## src/rtl/regfile_write_scheduler_if.sv

```systemverilog
// Write-port bundle shared by the writeback/debug requesters, the scheduler and the register bank.
interface regfile_write_scheduler_if #(
    parameter int unsigned DATA_W = 32,
    parameter int unsigned ADDR_W = 5
);
    logic              wb_valid;
    logic [ADDR_W-1:0] wb_rw;
    logic [DATA_W-1:0] wb_data;
    logic              wb_ready;
    logic              dbg_valid;
    logic [ADDR_W-1:0] dbg_rw;
    logic [DATA_W-1:0] dbg_data;
    logic              dbg_ready;
    logic              init_done;
    logic              busy;
    logic              rf_reg_write;
    logic [ADDR_W-1:0] rf_rw;
    logic [DATA_W-1:0] rf_busw;

    modport master (
        output wb_valid, wb_rw, wb_data, dbg_valid, dbg_rw, dbg_data,
        input  wb_ready, dbg_ready, init_done, busy, rf_reg_write, rf_rw, rf_busw
    );

    modport slave (
        input  wb_valid, wb_rw, wb_data, dbg_valid, dbg_rw, dbg_data,
        output wb_ready, dbg_ready, init_done, busy, rf_reg_write, rf_rw, rf_busw
    );
endinterface

```

## src/rtl/regfile_write_scheduler.sv

```systemverilog
// Arbitrates the register bank's single write port between a buffered writeback stream and a
// single-shot debug port, after zero-filling the bank; every write is a setup cycle then a strobe.
module regfile_write_scheduler #(
    parameter int unsigned DATA_W     = 32,
    parameter int unsigned ADDR_W     = 5,
    parameter int unsigned FIFO_DEPTH = 4
) (
    input logic                      clk,
    input logic                      reset_n,
    regfile_write_scheduler_if.slave bus
);
    localparam int unsigned PtrW = $clog2(FIFO_DEPTH);
    localparam int unsigned CntW = PtrW + 1;

    typedef enum logic [2:0] {
        StInitSetup,
        StInitStrobe,
        StIdle,
        StSetup,
        StStrobe
    } state_e;

    state_e            r_state;
    state_e            w_state_next;
    logic [ADDR_W-1:0] r_init_cnt;
    logic              r_init_done;
    logic [ADDR_W-1:0] r_fifo_rw   [FIFO_DEPTH];
    logic [DATA_W-1:0] r_fifo_data [FIFO_DEPTH];
    logic [PtrW-1:0]   r_wr_ptr;
    logic [PtrW-1:0]   r_rd_ptr;
    logic [CntW-1:0]   r_count;
    logic              r_rf_reg_write;
    logic [ADDR_W-1:0] r_rf_rw;
    logic [DATA_W-1:0] r_rf_busw;

    logic              w_fifo_empty;
    logic              w_fifo_full;
    logic              w_pick;
    logic              w_push;
    logic              w_pop;
    logic              w_dbg_fire;
    logic              w_load;
    logic              w_init_last;
    logic              w_wb_ready;
    logic              w_dbg_ready;
    logic              w_busy;
    logic [ADDR_W-1:0] w_head_rw;
    logic [DATA_W-1:0] w_head_data;
    logic [ADDR_W-1:0] w_load_rw;
    logic [DATA_W-1:0] w_load_data;

    assign w_fifo_empty = (r_count == '0);
    assign w_fifo_full  = (r_count == CntW'(FIFO_DEPTH));
    assign w_head_rw    = r_fifo_rw[r_rd_ptr];
    assign w_head_data  = r_fifo_data[r_rd_ptr];
    assign w_init_last  = (r_init_cnt == {ADDR_W{1'b1}});
    assign w_push       = bus.wb_valid & w_wb_ready;
    assign w_pop        = w_pick & ~w_fifo_empty;
    assign w_dbg_fire   = bus.dbg_valid & w_dbg_ready;

    // Requests to r0 are consumed without a bank write so r0 stays zero.
    always_comb begin
        w_load_rw   = w_pop ? w_head_rw : bus.dbg_rw;
        w_load_data = w_pop ? w_head_data : bus.dbg_data;
        w_load      = (w_pop & (w_head_rw != '0)) |
                      (~w_pop & w_dbg_fire & (bus.dbg_rw != '0));
    end

    // State register.
    always_ff @(posedge clk or negedge reset_n) begin
        if (!reset_n) begin
            r_state <= StInitSetup;
        end else begin
            r_state <= w_state_next;
        end
    end

    // Next-state logic.
    always_comb begin
        w_state_next = r_state;
        case (r_state)
            StInitSetup:  w_state_next = StInitStrobe;
            StInitStrobe: w_state_next = w_init_last ? StIdle : StInitSetup;
            StSetup:      w_state_next = StStrobe;
            StIdle,
            StStrobe:     w_state_next = w_load ? StSetup : StIdle;
            default:      w_state_next = StInitSetup;
        endcase
    end

    // State-decoded combinational outputs.
    always_comb begin
        w_pick      = (r_state == StIdle) || (r_state == StStrobe);
        w_wb_ready  = r_init_done & ~w_fifo_full;
        w_dbg_ready = r_init_done & w_fifo_empty & ~bus.wb_valid & w_pick;
        w_busy      = ~w_fifo_empty | (r_state != StIdle);
    end

    // Registered bank interface; address/data move only when a setup cycle is entered.
    always_ff @(posedge clk or negedge reset_n) begin
        if (!reset_n) begin
            r_init_cnt     <= '0;
            r_init_done    <= 1'b0;
            r_rf_reg_write <= 1'b0;
            r_rf_rw        <= '0;
            r_rf_busw      <= '0;
        end else begin
            r_rf_reg_write <= (w_state_next == StStrobe) || (w_state_next == StInitStrobe);
            if (r_state == StInitStrobe) begin
                if (w_init_last) begin
                    r_init_done <= 1'b1;
                end else begin
                    r_init_cnt <= r_init_cnt + ADDR_W'(1);
                    r_rf_rw    <= r_init_cnt + ADDR_W'(1);
                end
            end
            if (w_load) begin
                r_rf_rw   <= w_load_rw;
                r_rf_busw <= w_load_data;
            end
        end
    end

    always_ff @(posedge clk) begin
        if (w_push) begin
            r_fifo_rw[r_wr_ptr]   <= bus.wb_rw;
            r_fifo_data[r_wr_ptr] <= bus.wb_data;
        end
    end

    always_ff @(posedge clk or negedge reset_n) begin
        if (!reset_n) begin
            r_wr_ptr <= '0;
            r_rd_ptr <= '0;
            r_count  <= '0;
        end else begin
            if (w_push) begin
                r_wr_ptr <= r_wr_ptr + PtrW'(1);
            end
            if (w_pop) begin
                r_rd_ptr <= r_rd_ptr + PtrW'(1);
            end
            case ({w_push, w_pop})
                2'b10:   r_count <= r_count + CntW'(1);
                2'b01:   r_count <= r_count - CntW'(1);
                default: r_count <= r_count;
            endcase
        end
    end

    assign bus.wb_ready     = w_wb_ready;
    assign bus.dbg_ready    = w_dbg_ready;
    assign bus.busy         = w_busy;
    assign bus.init_done    = r_init_done;
    assign bus.rf_reg_write = r_rf_reg_write;
    assign bus.rf_rw        = r_rf_rw;
    assign bus.rf_busw      = r_rf_busw;
endmodule

```

## src/flat_wrapper.sv

```systemverilog
// flat-port wrapper written by rule: the top's interface ports become plain ports
module regfile_write_scheduler_flat 
#(
    parameter int unsigned DATA_W     = 32,
    parameter int unsigned ADDR_W     = 5,
    parameter int unsigned FIFO_DEPTH = 4
)
  (clk, reset_n, bus_wb_valid, bus_wb_rw, bus_wb_data, bus_dbg_valid, bus_dbg_rw, bus_dbg_data, bus_wb_ready, bus_dbg_ready, bus_init_done, bus_busy, bus_rf_reg_write, bus_rf_rw, bus_rf_busw);
  regfile_write_scheduler_if #(.DATA_W(DATA_W), .ADDR_W(ADDR_W)) bus_i ();
  input logic clk;
  input logic reset_n;
  input wire logic [$bits(bus_i.wb_valid)-1:0] bus_wb_valid;
  input wire logic [$bits(bus_i.wb_rw)-1:0] bus_wb_rw;
  input wire logic [$bits(bus_i.wb_data)-1:0] bus_wb_data;
  input wire logic [$bits(bus_i.dbg_valid)-1:0] bus_dbg_valid;
  input wire logic [$bits(bus_i.dbg_rw)-1:0] bus_dbg_rw;
  input wire logic [$bits(bus_i.dbg_data)-1:0] bus_dbg_data;
  output wire logic [$bits(bus_i.wb_ready)-1:0] bus_wb_ready;
  output wire logic [$bits(bus_i.dbg_ready)-1:0] bus_dbg_ready;
  output wire logic [$bits(bus_i.init_done)-1:0] bus_init_done;
  output wire logic [$bits(bus_i.busy)-1:0] bus_busy;
  output wire logic [$bits(bus_i.rf_reg_write)-1:0] bus_rf_reg_write;
  output wire logic [$bits(bus_i.rf_rw)-1:0] bus_rf_rw;
  output wire logic [$bits(bus_i.rf_busw)-1:0] bus_rf_busw;
  assign bus_i.wb_valid = bus_wb_valid;
  assign bus_i.wb_rw = bus_wb_rw;
  assign bus_i.wb_data = bus_wb_data;
  assign bus_i.dbg_valid = bus_dbg_valid;
  assign bus_i.dbg_rw = bus_dbg_rw;
  assign bus_i.dbg_data = bus_dbg_data;
  assign bus_wb_ready = bus_i.wb_ready;
  assign bus_dbg_ready = bus_i.dbg_ready;
  assign bus_init_done = bus_i.init_done;
  assign bus_busy = bus_i.busy;
  assign bus_rf_reg_write = bus_i.rf_reg_write;
  assign bus_rf_rw = bus_i.rf_rw;
  assign bus_rf_busw = bus_i.rf_busw;
  regfile_write_scheduler #(.DATA_W(DATA_W), .ADDR_W(ADDR_W), .FIFO_DEPTH(FIFO_DEPTH)) u_core (.clk(clk), .reset_n(reset_n), .bus(bus_i));
endmodule
```

## config.mk

```make
export PLATFORM = sky130hd
export DESIGN_NAME = regfile_write_scheduler_flat
export DESIGN_NICKNAME = d
export VERILOG_FILES = /design/src/rtl/regfile_write_scheduler_if.sv /design/src/rtl/regfile_write_scheduler.sv /design/src/flat_wrapper.sv
export SDC_FILE = /design/constraint.sdc
export NUM_CORES = 1
export LEC_CHECK = 0
export CAP_MARGIN = 30
export CORE_AREA = 2 2 115 139
export DETAILED_ROUTE_END_ITERATION = 7
export DIE_AREA = 0 0 117 141
export GPL_TIMING_DRIVEN = 0
export PLACE_DENSITY = 0.77
export SLEW_MARGIN = 25
export SYNTH_ARGS = -nofsm -noshare
export SYNTH_HDL_FRONTEND = slang
export SYNTH_SLANG_ARGS = --single-unit
export TNS_END_PERCENT = 30
```

## constraint.sdc

```tcl
create_clock -name clk -period 7 [get_ports clk]
set_clock_uncertainty 0.15 [all_clocks]
set_input_delay 1.4 -clock clk [delete_from_list [all_inputs] [get_ports clk]]
set_output_delay 1.4 -clock clk [all_outputs]
set_load 0.05 [all_outputs]
```

==> flow_metrics.py <==
metrics = {
    "die": {
        "rows": 50,
        "floorplan.io_pins": 120,
        "width_of_the_die_um": 117,
        "initial_core_util": 0.5325,
        "die-area_um2": 16500,
        "core_area_um2": 15330,
        "dieHeight_um": 141,
    },
    "synthesis": {
        "synth_area_leaders": "sky130_fd_sc_hd__edfxtp_1, sky130_fd_sc_hd__dfrtp_1, sky130_fd_sc_hd__mux4_2, sky130_fd_sc_hd__mux2_2, sky130_fd_sc_hd__mux2_4",
        "count_of_different_cell_masters_after_synthesis": 33,
        "ys_ff_latch": 202,
        "netlist_area_um2": 8162,
        "synth.avg_cell_area_um2": 19.95,
        "synthCells": 409,
        "synth_area_leader_cell": "sky130_fd_sc_hd__edfxtp_1",
        "ys_warn_count": 0,
        "synth_sequential_area_ratio": 0.7101,
        "synthesis.nets": 495,
        "fraction_of_post_synthesis_cell_area_in_the_top_cell_type_by_area": 0.5445,
    },
    "timing": {
        "worst_hold_slack_ps": 356.7,
        "worst_slack_ps": 2240,
        "fin_crit_sh": 0.6800,
        "tightest_slew_ps": 878.3,
        "setup_viol_count_final": 0,
        "setup_repair_after_global_routing_missed_its_margin": "false",
        "max_slew_margin": 0.4145,
        "max_freq_mhz": 210.1,
        "finalCriticalPeriod_ps": 4760,
        "final_hold_vio_count": 0,
        "final.setup.tns_ps": 0,
        "final_max_slew_viol_count": 0,
    },
    "cts": {
        "post_cts_hold_buffer_count": 0,
        "cts_max_level": 1,
        "cts_setup_buffers": 0,
        "cts_root_buf": "sky130_fd_sc_hd__clkbuf_16",
        "clkSlewWorstSetupHoldPaths_ps": 60,
        "clock_tree_from_tritoncts": "done",
        "clkSinkCount": 202,
        "clock_insertion_delay_worst_skew_ps": 490,
        "numCtsBuffers": 21,
        "clockBufferDepth": 3,
        "cts_resized": 0,
    },
    "place": {
        "dpl.hpwl_mm": 10.65,
        "portBuffers": 119,
        "dpl-instance-area_um2": 9731,
        "place_inst": 741,
        "gp_congestion": 0.7998,
        "place_ws_ps": 2216,
    },
    "setup_path": {
        "startpoint_kind_of_the_worst_setup_timing_path": "input port",
        "path_buf_inv": 2,
        "worst_path_max_delay_cell": "sky130_fd_sc_hd__clkdlybuf4s50_1",
        "path_max_fanout": 6,
        "critical_path_class": "input port to primary output",
        "path_delay_family": "buffers and inverters",
        "required_ps": 5450,
        "worst-endpoint-arrival_ps": 3210,
        "max_stage_delay_ps": 840,
        "critical_path_capture_point_type": "primary output",
        "crit_path_cell_trace": "clkdlybuf4s50_1 -> nor2b_1 -> nor4bb_1 -> clkdlybuf4s50_1",
        "cpMostUsedCell": "sky130_fd_sc_hd__clkdlybuf4s50_1",
    },
    "grt": {
        "number_of_antenna_violations_at_the_first_check_in_global_routing": 0,
        "grt_pass1_vias": 4541,
        "maximum_number_of_pins_on_one_net_before_global_route_repair": 40,
        "grt_use_total": 0.1928,
        "grt_pass1_wl_mm": 23.93,
        "overflow": 0,
    },
    "routing": {
        "wl_mm": 15.80,
        "detail_route.first_pass.iterations": 4,
        "antenna_violating_nets_left": 0,
        "route.vias.total": 4182,
        "routedWlPerCell_um": 20.25,
        "viasPerCell": 5.362,
        "drc_errors": 0,
        "first_iter_violations": 223,
    },
    "final_layout": {
        "finalNonFillerCells": 780,
        "final_cell_mix": "sky130_fd_sc_hd__edfxtp_1, sky130_fd_sc_hd__clkdlybuf4s50_1, sky130_fd_sc_hd__dfrtp_1",
        "layout.cells.most_common": "sky130_fd_sc_hd__edfxtp_1",
        "layout-drive-gt1-share": 0.2552,
        "layout.core_utilization": 0.6767,
        "fillers": 1058,
        "syn_to_final_growth_pct": 27.09,
        "nets": 643,
        "diodes": 0,
        "post-route-cell-area_um2": 10370,
    },
    "min_path": {
        "worst_hold_path_type": "flop to flop",
    },
    "power_and_ir_drop": {
        "power_density_nw_per_um2": 229.1,
        "leakagePower_nw": 3.677,
        "totalPowerFinal_mw": 2.376,
        "maximum_ir_drop_on_the_vdd_rail_uv": 247.1,
    },
    "job": {
        "maxCapViolCount": 0,
    },
    "outcome": {
        "status": "finished clean",
    },
}
-- area by class of cell --
class                   count  area, um^2  share of cell area
flip-flops and latches    202        5796              0.5587
inverters                   9       33.78            0.003257
multi-input cells         179        2235              0.2154
repair buffers            125        1315              0.1268
well taps                 208       260.3             0.02509
plain buffers              19       102.6            0.009891
clock buffers              34       604.3             0.05826
clock inverters             4       26.28            0.002533
-- metal layers --
layer	wire (um)	global-route usage	vias up
met5	0	0	-
met4	402	0.06440	0
met3	699	0.03396	27
met2	8576	0.3477	110
met1	6118	0.2318	2131
li1	-	-	1914
-- path summary, 6_finish.rpt --
path	to	depth (start not counted)	slack, ps	start
worst max-delay path	bus_dbg_ready	4	2240	bus_wb_valid
worst min-delay path	u_core.bus.rf_busw[28]	1	360	u_core.bus.rf_busw[28]
worst max register to register	u_core.r_count[2]	10	3510	u_core.r_state[1]
worst min register to register	u_core.bus.rf_busw[28]	1	360	u_core.bus.rf_busw[28]
max in group asynchronous	u_core.bus.rf_busw[19]	2	5580	reset_n
min in group asynchronous	u_core.bus.init_done	1	630	reset_n
-- registers in the layout, indices dropped and copies added, names as in the netlist --
signal                   flops
u_core.bus.rf_rw             5
u_core.bus.rf_reg_write      1
u_core.r_wr_ptr              2
u_core.r_init_cnt            5
u_core.r_count               3
u_core.bus.init_done         1
u_core.r_fifo_rw            20
u_core.bus.rf_busw          32
u_core.r_fifo_data         128
u_core.r_rd_ptr              2
u_core.r_state               3
-- synthesized netlist by cell type --
| cell type | n |
|---|---|
| sky130_fd_sc_hd__o211ai_1 | 1 |
| sky130_fd_sc_hd__nand2b_1 | 3 |
| sky130_fd_sc_hd__nor2b_1 | 1 |
| sky130_fd_sc_hd__xor2_1 | 5 |
| sky130_fd_sc_hd__mux4_1 | 2 |
| sky130_fd_sc_hd__or4_1 | 2 |
| sky130_fd_sc_hd__inv_1 | 9 |
| sky130_fd_sc_hd__o21ai_0 | 6 |
| sky130_fd_sc_hd__dfrtp_1 | 54 |
| sky130_fd_sc_hd__ha_1 | 7 |
| sky130_fd_sc_hd__and2_1 | 1 |
| sky130_fd_sc_hd__nor4bb_1 | 1 |
| sky130_fd_sc_hd__or2_1 | 1 |
| sky130_fd_sc_hd__clkbuf_1 | 11 |
| sky130_fd_sc_hd__o21a_1 | 1 |
| sky130_fd_sc_hd__mux2_4 | 14 |
| sky130_fd_sc_hd__xnor2_1 | 8 |
| sky130_fd_sc_hd__buf_6 | 4 |
| sky130_fd_sc_hd__nand2_1 | 5 |
| sky130_fd_sc_hd__nor2_1 | 3 |
| sky130_fd_sc_hd__buf_1 | 3 |
| sky130_fd_sc_hd__fa_1 | 1 |
| sky130_fd_sc_hd__buf_2 | 1 |
| sky130_fd_sc_hd__mux4_2 | 35 |
| sky130_fd_sc_hd__a211oi_1 | 1 |
| sky130_fd_sc_hd__edfxtp_1 | 148 |
| sky130_fd_sc_hd__a31oi_1 | 1 |
| sky130_fd_sc_hd__nor3_1 | 4 |
| sky130_fd_sc_hd__mux2i_1 | 13 |
| sky130_fd_sc_hd__and3_1 | 6 |
| sky130_fd_sc_hd__nand4_1 | 1 |
| sky130_fd_sc_hd__nand3_1 | 3 |
| sky130_fd_sc_hd__mux2_2 | 53 |
-- power breakdown --
group          internal, mW  switching (mW)  total [mW]
registers              1.29               0        1.29
logic                0.0466          0.0240      0.0706
clock network         0.591           0.428        1.02
-- worst register-to-register path, cell delays in order (launching register included) --
cell                       delay, ps
sky130_fd_sc_hd__dfrtp_1         320
sky130_fd_sc_hd__clkbuf_1        280
sky130_fd_sc_hd__xnor2_1         190
sky130_fd_sc_hd__nor3_1          670
sky130_fd_sc_hd__clkbuf_1        640
sky130_fd_sc_hd__ha_1            300
sky130_fd_sc_hd__inv_1            60
sky130_fd_sc_hd__fa_1            370
sky130_fd_sc_hd__xor2_1          150
sky130_fd_sc_hd__nor2_1          110
sky130_fd_sc_hd__xor2_1          160
-- logic make-up (layout without fill, tap and decap cells) --
family          Yosys count  in the layout  synth area share
simple gates             31             31           0.02100
mux                     117            117            0.2178
flops                   202            202            0.7101
fa+ha+maj                 8              8           0.01318
compound gates           10             10          0.007207
xor+xnor                 13             13           0.01395
buf+inv                  28            191           0.01671
Note: power is estimated with default switching activity, not from simulation.
